--- config.mk ---
export PLATFORM = sky130hd
export DESIGN_NAME = vram_hex_writer
export DESIGN_NICKNAME = d
export VERILOG_FILES = /design/src/rtl/vram_hex_writer_pkg.sv /design/src/rtl/vram_hex_writer_hex2ascii.sv /design/src/rtl/vram_hex_writer.sv
export SDC_FILE = /design/constraint.sdc
export NUM_CORES = 1
export LEC_CHECK = 0
export CAP_MARGIN = 30
export CORE_UTILIZATION = 55
export DETAILED_ROUTE_END_ITERATION = 10
export GPL_TIMING_DRIVEN = 1
export PLACE_DENSITY = 0.85
export SETUP_SLACK_MARGIN = 0.02
export SLEW_MARGIN = 20
export SYNTH_ARGS = -nofsm -noshare
export SYNTH_HDL_FRONTEND = slang
export SYNTH_HIERARCHICAL = 1
export SYNTH_SLANG_ARGS = --single-unit
--- constraint.sdc ---
create_clock -name clk -period 7.1 [get_ports clk]
set_input_delay 1.42 -clock clk [delete_from_list [all_inputs] [get_ports clk]]
set_output_delay 1.42 -clock clk [all_outputs]
set_load 0.01 [all_outputs]
--- src/rtl/vram_hex_writer_pkg.sv ---
// Shared constants for the text-mode VRAM writers: screen geometry, FSM
// encoding and the ASCII codes used when rendering hex values.
package vram_hex_writer_pkg;

  localparam int TEXT_COLS  = 80;
  localparam int TEXT_ROWS  = 60;
  localparam int VRAM_CELLS = TEXT_COLS * TEXT_ROWS;

  localparam logic [2:0] ST_IDLE = 3'd0;
  localparam logic [2:0] ST_PFX0 = 3'd1;
  localparam logic [2:0] ST_PFX1 = 3'd2;
  localparam logic [2:0] ST_DIG  = 3'd3;
  localparam logic [2:0] ST_FIN  = 3'd4;

  localparam logic [7:0] ASC_ZERO  = 8'h30;
  localparam logic [7:0] ASC_X     = 8'h78;
  localparam logic [7:0] ASC_SPACE = 8'h20;
  localparam logic [7:0] ASC_UA    = 8'h41;
  localparam logic [7:0] ASC_LA    = 8'h61;

  // Index of the most significant digit to print; 0 and >8 both mean all eight.
  function automatic logic [2:0] ndig_to_idx(input logic [3:0] ndig);
    if (ndig == 4'd0 || ndig > 4'd8) return 3'd7;
    return 3'(ndig - 4'd1);
  endfunction

endpackage

--- src/rtl/vram_hex_writer_hex2ascii.sv ---
// Nibble to ASCII hex character, purely combinational; usable by any screen writer.
module vram_hex_writer_hex2ascii
  import vram_hex_writer_pkg::*;
(
  input  logic [3:0] nib,
  input  logic       upper,
  output logic [7:0] ch
);

  always_comb begin
    if (nib < 4'd10) ch = ASC_ZERO + {4'd0, nib};
    else             ch = (upper ? ASC_UA : ASC_LA) + {4'd0, nib} - 8'd10;
  end

endmodule

--- src/rtl/vram_hex_writer.sv ---
// Renders a 32-bit value as ASCII hex into the character VRAM, one cell per clock,
// with optional "0x" prefix and leading-zero suppression.
module vram_hex_writer #(
  parameter int VRAM_AW    = 13,
  parameter int VRAM_CELLS = 4800,
  parameter int UPPER_CASE = 1
) (
  input  logic               clk,
  input  logic               RSTN,
  input  logic               req_valid,
  output logic               req_ready,
  input  logic [31:0]        req_value,
  input  logic [VRAM_AW-1:0] req_addr,
  input  logic [3:0]         req_ndig,
  input  logic               req_prefix,
  input  logic               req_zsup,
  output logic               vram_we,
  output logic [VRAM_AW-1:0] vram_write_addr,
  output logic [7:0]         vram_data_in,
  output logic               busy,
  output logic               done
);
  import vram_hex_writer_pkg::*;

  logic [2:0]         state, nxt_state;
  logic [2:0]         idx, nxt_idx, dsel;
  logic [31:0]        val_q;
  logic               zsup_q, seen_q, nxt_seen;
  logic [VRAM_AW-1:0] addr_q, nxt_addr, addr_inc;
  logic [7:0]         data_q, nxt_data;
  logic               hs;
  logic [31:0]        src_val;
  logic               src_zsup, src_seen;
  logic [3:0]         nib;
  logic [7:0]         hex_ch, dig_char;
  logic               dig_seen;

  assign req_ready = (state == ST_IDLE) & RSTN;
  assign hs        = req_valid & req_ready;

  // During the handshake the first character comes straight from the request
  // inputs, so the first write lands in the very next cycle.
  assign src_val  = hs ? req_value : val_q;
  assign src_zsup = hs ? req_zsup  : zsup_q;
  assign src_seen = hs ? 1'b0      : seen_q;

  // idx is the digit currently on the outputs; dsel is the digit to emit next.
  always_comb begin
    case (state)
      ST_IDLE: dsel = ndig_to_idx(req_ndig);
      ST_DIG:  dsel = idx - 3'd1;
      default: dsel = idx;
    endcase
  end

  assign nib = src_val[{dsel, 2'b00} +: 4];

  vram_hex_writer_hex2ascii u_hex (
    .nib   (nib),
    .upper (UPPER_CASE != 0),
    .ch    (hex_ch)
  );

  assign dig_char = (src_zsup && !src_seen && nib == 4'd0 && dsel != 3'd0) ? ASC_SPACE : hex_ch;
  assign dig_seen = src_seen | (nib != 4'd0);
  assign addr_inc = (addr_q == VRAM_AW'(VRAM_CELLS - 1)) ? '0 : addr_q + 1'b1;

  always_comb begin
    nxt_state = state;
    nxt_idx   = idx;
    nxt_seen  = seen_q;
    nxt_addr  = addr_q;
    nxt_data  = data_q;
    case (state)
      ST_IDLE: if (hs) begin
        nxt_idx  = dsel;
        nxt_addr = req_addr;
        if (req_prefix) begin
          nxt_state = ST_PFX0;
          nxt_data  = ASC_ZERO;
          nxt_seen  = 1'b0;
        end else begin
          nxt_state = ST_DIG;
          nxt_data  = dig_char;
          nxt_seen  = dig_seen;
        end
      end
      ST_PFX0: begin
        nxt_state = ST_PFX1;
        nxt_data  = ASC_X;
        nxt_addr  = addr_inc;
      end
      ST_PFX1: begin
        nxt_state = ST_DIG;
        nxt_data  = dig_char;
        nxt_seen  = dig_seen;
        nxt_addr  = addr_inc;
      end
      ST_DIG: begin
        if (idx == 3'd0) nxt_state = ST_FIN;
        else begin
          nxt_idx  = dsel;
          nxt_data = dig_char;
          nxt_seen = dig_seen;
          nxt_addr = addr_inc;
        end
      end
      ST_FIN:  nxt_state = ST_IDLE;
      default: nxt_state = ST_IDLE;
    endcase
  end

  always_ff @(posedge clk or negedge RSTN) begin
    if (!RSTN) begin
      state  <= ST_IDLE;
      idx    <= '0;
      val_q  <= '0;
      zsup_q <= 1'b0;
      seen_q <= 1'b0;
      addr_q <= '0;
      data_q <= '0;
    end else begin
      state  <= nxt_state;
      idx    <= nxt_idx;
      seen_q <= nxt_seen;
      addr_q <= nxt_addr;
      data_q <= nxt_data;
      if (hs) begin
        val_q  <= req_value;
        zsup_q <= req_zsup;
      end
    end
  end

  assign vram_we         = (state == ST_PFX0) | (state == ST_PFX1) | (state == ST_DIG);
  assign vram_write_addr = addr_q;
  assign vram_data_in    = data_q;
  assign busy            = (state != ST_IDLE);
  assign done            = (state == ST_FIN);

endmodule

# After elaboration in Yosys (flattened, before gate mapping)

Index checks and enable logic that the tools add are counted.

Bitwise operators: 5
$lt $le $gt $ge: 2
Multiplexer cells: 29
Reduce and logical (&&, ||, !) cells: 22
$add $sub $neg: 6
Eq/ne operators: 8
Shift operators: 1

Operators with widths:

| operator                                             | count |
|---|---|
| two-way mux 8 bit                                    | 5 |
| two-way mux 13 bit                                   | 3 |
| one-hot mux 13 bit (3 select lines)                  | 1 |
| two-way mux 32 bit                                   | 1 |
| one-hot mux 8 bit (4 select lines)                   | 1 |
| indexed part select 32 x 6 -> 4 bit                  | 1 |
| two-way mux 3 bit                                    | 6 |
| adder 13 x 1 -> 13 bit, second input constant        | 1 |
| equality test 13 bit, second input constant          | 1 |
| one-hot mux 3 bit (2 select lines)                   | 2 |
| one-hot mux 3 bit (4 select lines)                   | 1 |
| AND reduction 3 bit                                  | 4 |
| nonzero test 3 bit                                   | 4 |
| adder 7 x 4 -> 8 bit, first input constant           | 1 |
| logical NOT 4 bit                                    | 2 |
| nonzero test 4 bit                                   | 2 |
| subtractor 8 x 4 -> 8 bit, second input constant     | 1 |
| adder 6 x 4 -> 7 bit, first input constant           | 1 |
| two-way mux 1 bit                                    | 7 |
| equality test 3 x 2 -> 1 bit, second input constant  | 2 |
| logical NOT 3 bit                                    | 2 |
| inequality test 2 bit, second input constant         | 3 |
| subtractor 3 x 1 -> 3 bit, second input constant     | 2 |
| greater-than comparator 4 bit, second input constant | 1 |
| other kinds (13)                                     | 18 |

Input port bits: 54
Register bits after elaboration: 61
Output and inout port bits: 25
Word-level logic and storage cells: 80

# Logic depth before layout (Yosys ltp)

Depth in word-level cells: 14
Depth in mapped cells: 17
Mapped depth without buffers: 15

# Cells and area by module

Netlist, hierarchy kept.

Modules (own cells, without submodules):

| module                    | area an instance (µm²) | cells each | seq. area each (µm²) | instances |
|---|---|---|---|---|
| vram_hex_writer           | 3,626.0                | 433        | 1,526.5              | 1 |
| vram_hex_writer_hex2ascii | 120.1                  | 18         | 0.0                  | 1 |

# Least setup slack after synthesis

No wires, ideal clock.

Path kind: input port to flip-flop
Start: input req_ndig[0]
End: register data_q[6] (netlist: vram_data_in[6])
Library setup time: 0.077 ns
Path slack: 2.861 ns
Required time: 7.023 ns
Buffers on the path: 2
Cell stages on the path: 16
Arrival time: 4.162 ns
Path through: inv_1 -> ha_1 -> and4b_1 -> a211oi_1 -> or2_0 -> buf_2 -> buf_2 -> a2111oi_0 -> nor4_1 -> inv_1 -> ha_1 -> a21boi_0 -> o21a_1 -> a21boi_0 -> o21ai_0 -> a21oi_1

Longest elaborated chain between the ends: 14
Elaborated cells between the ends (all ways): 23
Classes of those cells: 4 x add/sub; 2 x order compare; 1 x shift; 10 x mux; 6 x reduce/logical

Ends and longest elaborated chain:

| element                                                                   | RTL line                        | RTL |
|---|---|---|
| start: declaration                                                        | vram_hex_writer.sv:14           | `input logic [3:0] req_ndig,` |
| greater-than comparator 4 bit / logical NOT 4 bit (equally long branches) | vram_hex_writer_pkg.sv:23       | `if (ndig == 4'd0 \|\| ndig > 4'd8) return 3'd7;` |
| logical OR 1 bit                                                          | vram_hex_writer_pkg.sv:23       |  |
| two-way mux 1 bit                                                         | vram_hex_writer_pkg.sv:23       |  |
| two-way mux 1 bit                                                         | vram_hex_writer.sv:49           | `case (state)` |
| two-way mux 3 bit (*)                                                     | vram_hex_writer_pkg.sv:24       | `return 3'(ndig - 4'd1);` |
| one-hot mux 3 bit (2 select lines) (*)                                    | vram_hex_writer.sv:49           |  |
| indexed part select 32 x 6 -> 4 bit (*)                                   | vram_hex_writer.sv:56           | `assign nib = src_val[{dsel, 2'b00} +: 4];` |
| net nib[0]                                                                | vram_hex_writer.sv:34           | `logic [3:0] nib;` |
| adder 7 x 4 -> 8 bit                                                      | vram_hex_writer_hex2ascii.sv:12 | `else ch = (upper ? ASC_UA : ASC_LA) + {4'd0, nib} - 8'd10;` |
| subtractor 8 x 4 -> 8 bit                                                 | vram_hex_writer_hex2ascii.sv:12 |  |
| two-way mux 8 bit (*)                                                     | vram_hex_writer_hex2ascii.sv:11 | `if (nib < 4'd10) ch = ASC_ZERO + {4'd0, nib};` |
| net hex_ch[6]                                                             | vram_hex_writer.sv:35           | `logic [7:0] hex_ch, dig_char;` |
| two-way mux 8 bit (*)                                                     | vram_hex_writer.sv:64           | `assign dig_char = (src_zsup && !src_seen && nib == 4'd0 && dsel != 3'd0) ? ASC_SPACE : hex_ch;` |
| two-way mux 8 bit                                                         | vram_hex_writer.sv:78           | `if (req_prefix) begin` |
| two-way mux 8 bit                                                         | vram_hex_writer.sv:75           | `ST_IDLE: if (hs) begin` |
| one-hot mux 8 bit (4 select lines) (*)                                    | vram_hex_writer.sv:74           | `case (state)` |
| end signal: assignment                                                    | vram_hex_writer.sv:127          | `data_q <= nxt_data;` |
| end: declaration                                                          | vram_hex_writer.sv:30           | `logic [7:0] data_q, nxt_data;` |

The timed path passes the listed nets; every way through them passes the cells marked *. The select of a mux whose other input is x is not followed.
A chain may end at the register's enable or synchronous reset.

# Worst setup path in the final report

Same ends and word-level chain as after synthesis.

==> impl_metrics.ini <==
[cells_and_area]
nets = 583
num_antenna_cells = 0
area_delta_synth_final_pct = 27.7
drive_above_1_share_pct = 8.13

[power_and_ir_drop]
sequentialPowerShare_pct = 25.2
p_int_w = 0.00142
switching_share_pct = 46.3
p_leak_nw = 2.12
p_per_area_nw_per_um2 = 554
vdd.ir_drop.worst_uv = 333
p_comb_share_pct = 61.4
power_switching_w = 0.00123
power_frac_clock_pct = 13.4

[clock_network]
cts_setup_buffers = 0
clk_latency_ns = 0.35
cts-root-buf = clkbuf_8
holdBufCountCts = 0
cts_resized = 0
clk_pin_slew_ns = 0.07
numCtsBuffers = 9
cts_tree = yes
clock_path_buffers = 2
cts_max_level = 3
cts.sinks = 61

[die]
die_h_um = 84.5
die_w_um = 84.5
core_area_um2 = 6460
initial_core_util_pct = 58.0
num_rows = 29
die-area_um2 = 7150
io_pins = 79

[global_routing]
grt_max_degree = 64
grt_overflow = 0
grt_first_pass_wirelength_mm = 16.7
grt_usage_pct = 29.6
grt_pass1_vias = 3652
antenna_found_initial = 0

[worst_setup_path]
reg2reg_setup_slack_ns = 2.76
max_stage_delay_ns = 0.72
cp-start-kind = input port
worst_path_max_delay_cell = or2_0
crit_path_end = vram_data_in[6]
startpoint = req_ndig[0]
cp.required_ns = 7.38
cp_cell_sequence = clkdlybuf4s50_1, inv_1, ha_1, and4b_1, a211oi_1, or2_0, mux2_2, o22ai_1, nor4_1, inv_1, ha_1, a21boi_0, o21a_1, a21boi_0, o21ai_0, a21oi_1
endpoint_kind = flip-flop
path_class = input port to flip-flop
reg2reg_to = vram_data_in[6]
crit_fanout = 13
r2r_start = state[1]
arrival_ns = 5.62
reg2regPathDepth = 14

[flow_run]
cap_violations = 0

[drt]
routed_wl_mm = 10.0
ant_nets = 0
wire_per_inst_um = 16.5
drtIter0Drc = 305
drcViolationCount = 3
drt_pass1_iterations = 8
vias_per_cell = 6.10
via_count = 3696

[logic_synthesis]
yosys.cell_types.count = 75
synthFlopType = dfrtp_1
async_reset_ff_share_pct = 100
syn_area_per_cell_um2 = 8.31
syn_inst = 451
ys_warn_count = 6
synth_edf_count = 0
yosys_register_bits = 61
synth_area_um2 = 3750
yosysSeqAreaShare_pct = 40.7

[hold_path]
min_path_type = flip-flop to flip-flop
hold_path_depth = 2

[run_status]
status = finished, violations left
violations = design-rule violations

[placed_design]
routabilityCongestion = 0.864
io_buffers = 78
dp_hpwl_mm = 6.84

[sta]
max_freq_ghz = 0.187
fin_crit_ns = 5.34
finalCritPeriodShare_pct = 75.2
final_hold_viol_count = 0
setup_tns_ns = 0
fin_skew_ns = 0.00841
slew_viol_final = 0
rsz0062_at_grt = no
hold_slack_ns = 0.480
setup_viol = 0
tightest_slew_ns = 0.928
max_slew_margin_pct = 38.0
[cells by family (layout without fill, tap and decap cells)]
group,Yosys count,in the layout,synth area share (%)
mux,15,15,4.24
buf+inv,39,116,4.38
flops,61,61,40.7
other cells,2,3,0.200
fa+ha+maj,5,5,1.67
simple gates,198,198,25.5
compound gates,128,128,22.6
xor+xnor,3,3,0.702
[placed cells by master (no fill, tap or decap), types with 6 or more instances in the layout]
| cell type | count |
|---|---|
| mux2_2 | 6 |
| inv_1 | 16 |
| dfrtp_1 | 61 |
| mux2i_1 | 8 |
| nand3_1 | 16 |
| nand2_1 | 111 |
| clkdlybuf4s50_1 | 77 |
| a211oi_1 | 6 |
| nor2b_1 | 6 |
| nor2_1 | 19 |
| clkbuf_8 | 10 |
| and3_1 | 8 |
| o21ai_0 | 47 |
| a21oi_1 | 22 |
[layer usage]
metal	up-vias	GRT usage (%)	wire [um]
met4	0	13.1	289
li1	1744	-	-
met2	152	47.9	4880
met1	1768	38.5	4300
met3	32	6.10	541
met5	-	0	0
[critical path, delay by kind of cell]
kind | cells | cell delay, ns
buffers and inverters | 3 | 0.64
muxes | 1 | 0.29
adders and majority gates | 2 | 0.55
AOI/OAI and AO/OA | 7 | 1.34
and+or+nand+nor | 3 | 1.39
[cell type report]
cell class                 instances  area, um^2
clock buffer                      10         138
clock inverter                     6        86.3
fill                             511        1680
inverter                          17        63.8
multi-input combinational        352        2060
sequential                        61        1530
tap                               77        96.3
timing repair buffer              83         813
[stage by stage]
stage          std cells  utilization (%)  total power [W]  area, um^2  setup WS, ns
5_1_grt              606             74.1          0.00286        4780          1.53
4_1_cts              605             73.9          0.00261        4780          1.87
6_report             606             74.1          0.00265        4780          1.76
2_1_floorplan        452                -          0.00181        3750          2.86
3_5_place_dp         589             70.5          0.00225        4550          1.49
3_3_place_gp         589             70.5          0.00219        4550          1.72
[worst min-delay path by stage]
stage	endpoint	slack, ns	from
floorplan	val_q[4]	0.44	val_q[4]
global placement	val_q[21]	0.45	val_q[21]
detailed placement	val_q[27]	0.46	val_q[27]
CTS	val_q[4]	0.48	val_q[4]
global route	val_q[27]	0.48	val_q[27]
finish	val_q[0]	0.48	val_q[0]
[power by group through the flow]
| stage | sequential (W) | clock, W | combinational [W] |
|---|---|---|---|
| finish | 0.000667 | 0.000355 | 0.00162 |
| global route | 0.000689 | 0.000373 | 0.00180 |
| CTS | 0.000664 | 0.000356 | 0.00159 |
| detailed placement | 0.000669 | 0 | 0.00158 |
| global placement | 0.000660 | 0 | 0.00153 |
| floorplan | 0.000646 | 0 | 0.00117 |
[cells in the mapped netlist (all sizes together) (3+ instances only)]
cell	n	area share, %
clkbuf	12	1.2
dfrtp	61	41
and2	5	0.84
a21oi	22	2.9
a211oi	6	1.2
nor3b	5	1.0
o21ai	49	6.5
ha	5	1.7
a22oi	4	0.80
nor2b	6	1.0
nand2b	5	0.84
a21boi	3	0.60
nand3	16	2.1
inv	17	1.7
mux2	7	2.1
nand2	112	11
a32o	5	1.3
nor2	21	2.4
and3	8	1.3
o211ai	6	1.5
mux2i	8	2.1
nor3	4	0.84
buf	10	1.5
or2	4	0.73
o21a	4	0.80
[registers in the layout, summed over array words and instances (netlist names)]
name and cells:
seen_q 1, idx 3, vram_data_in 8, val_q 32, state 3, zsup_q 1
vram_write_addr 13
(Power assumes the default switching activity.)
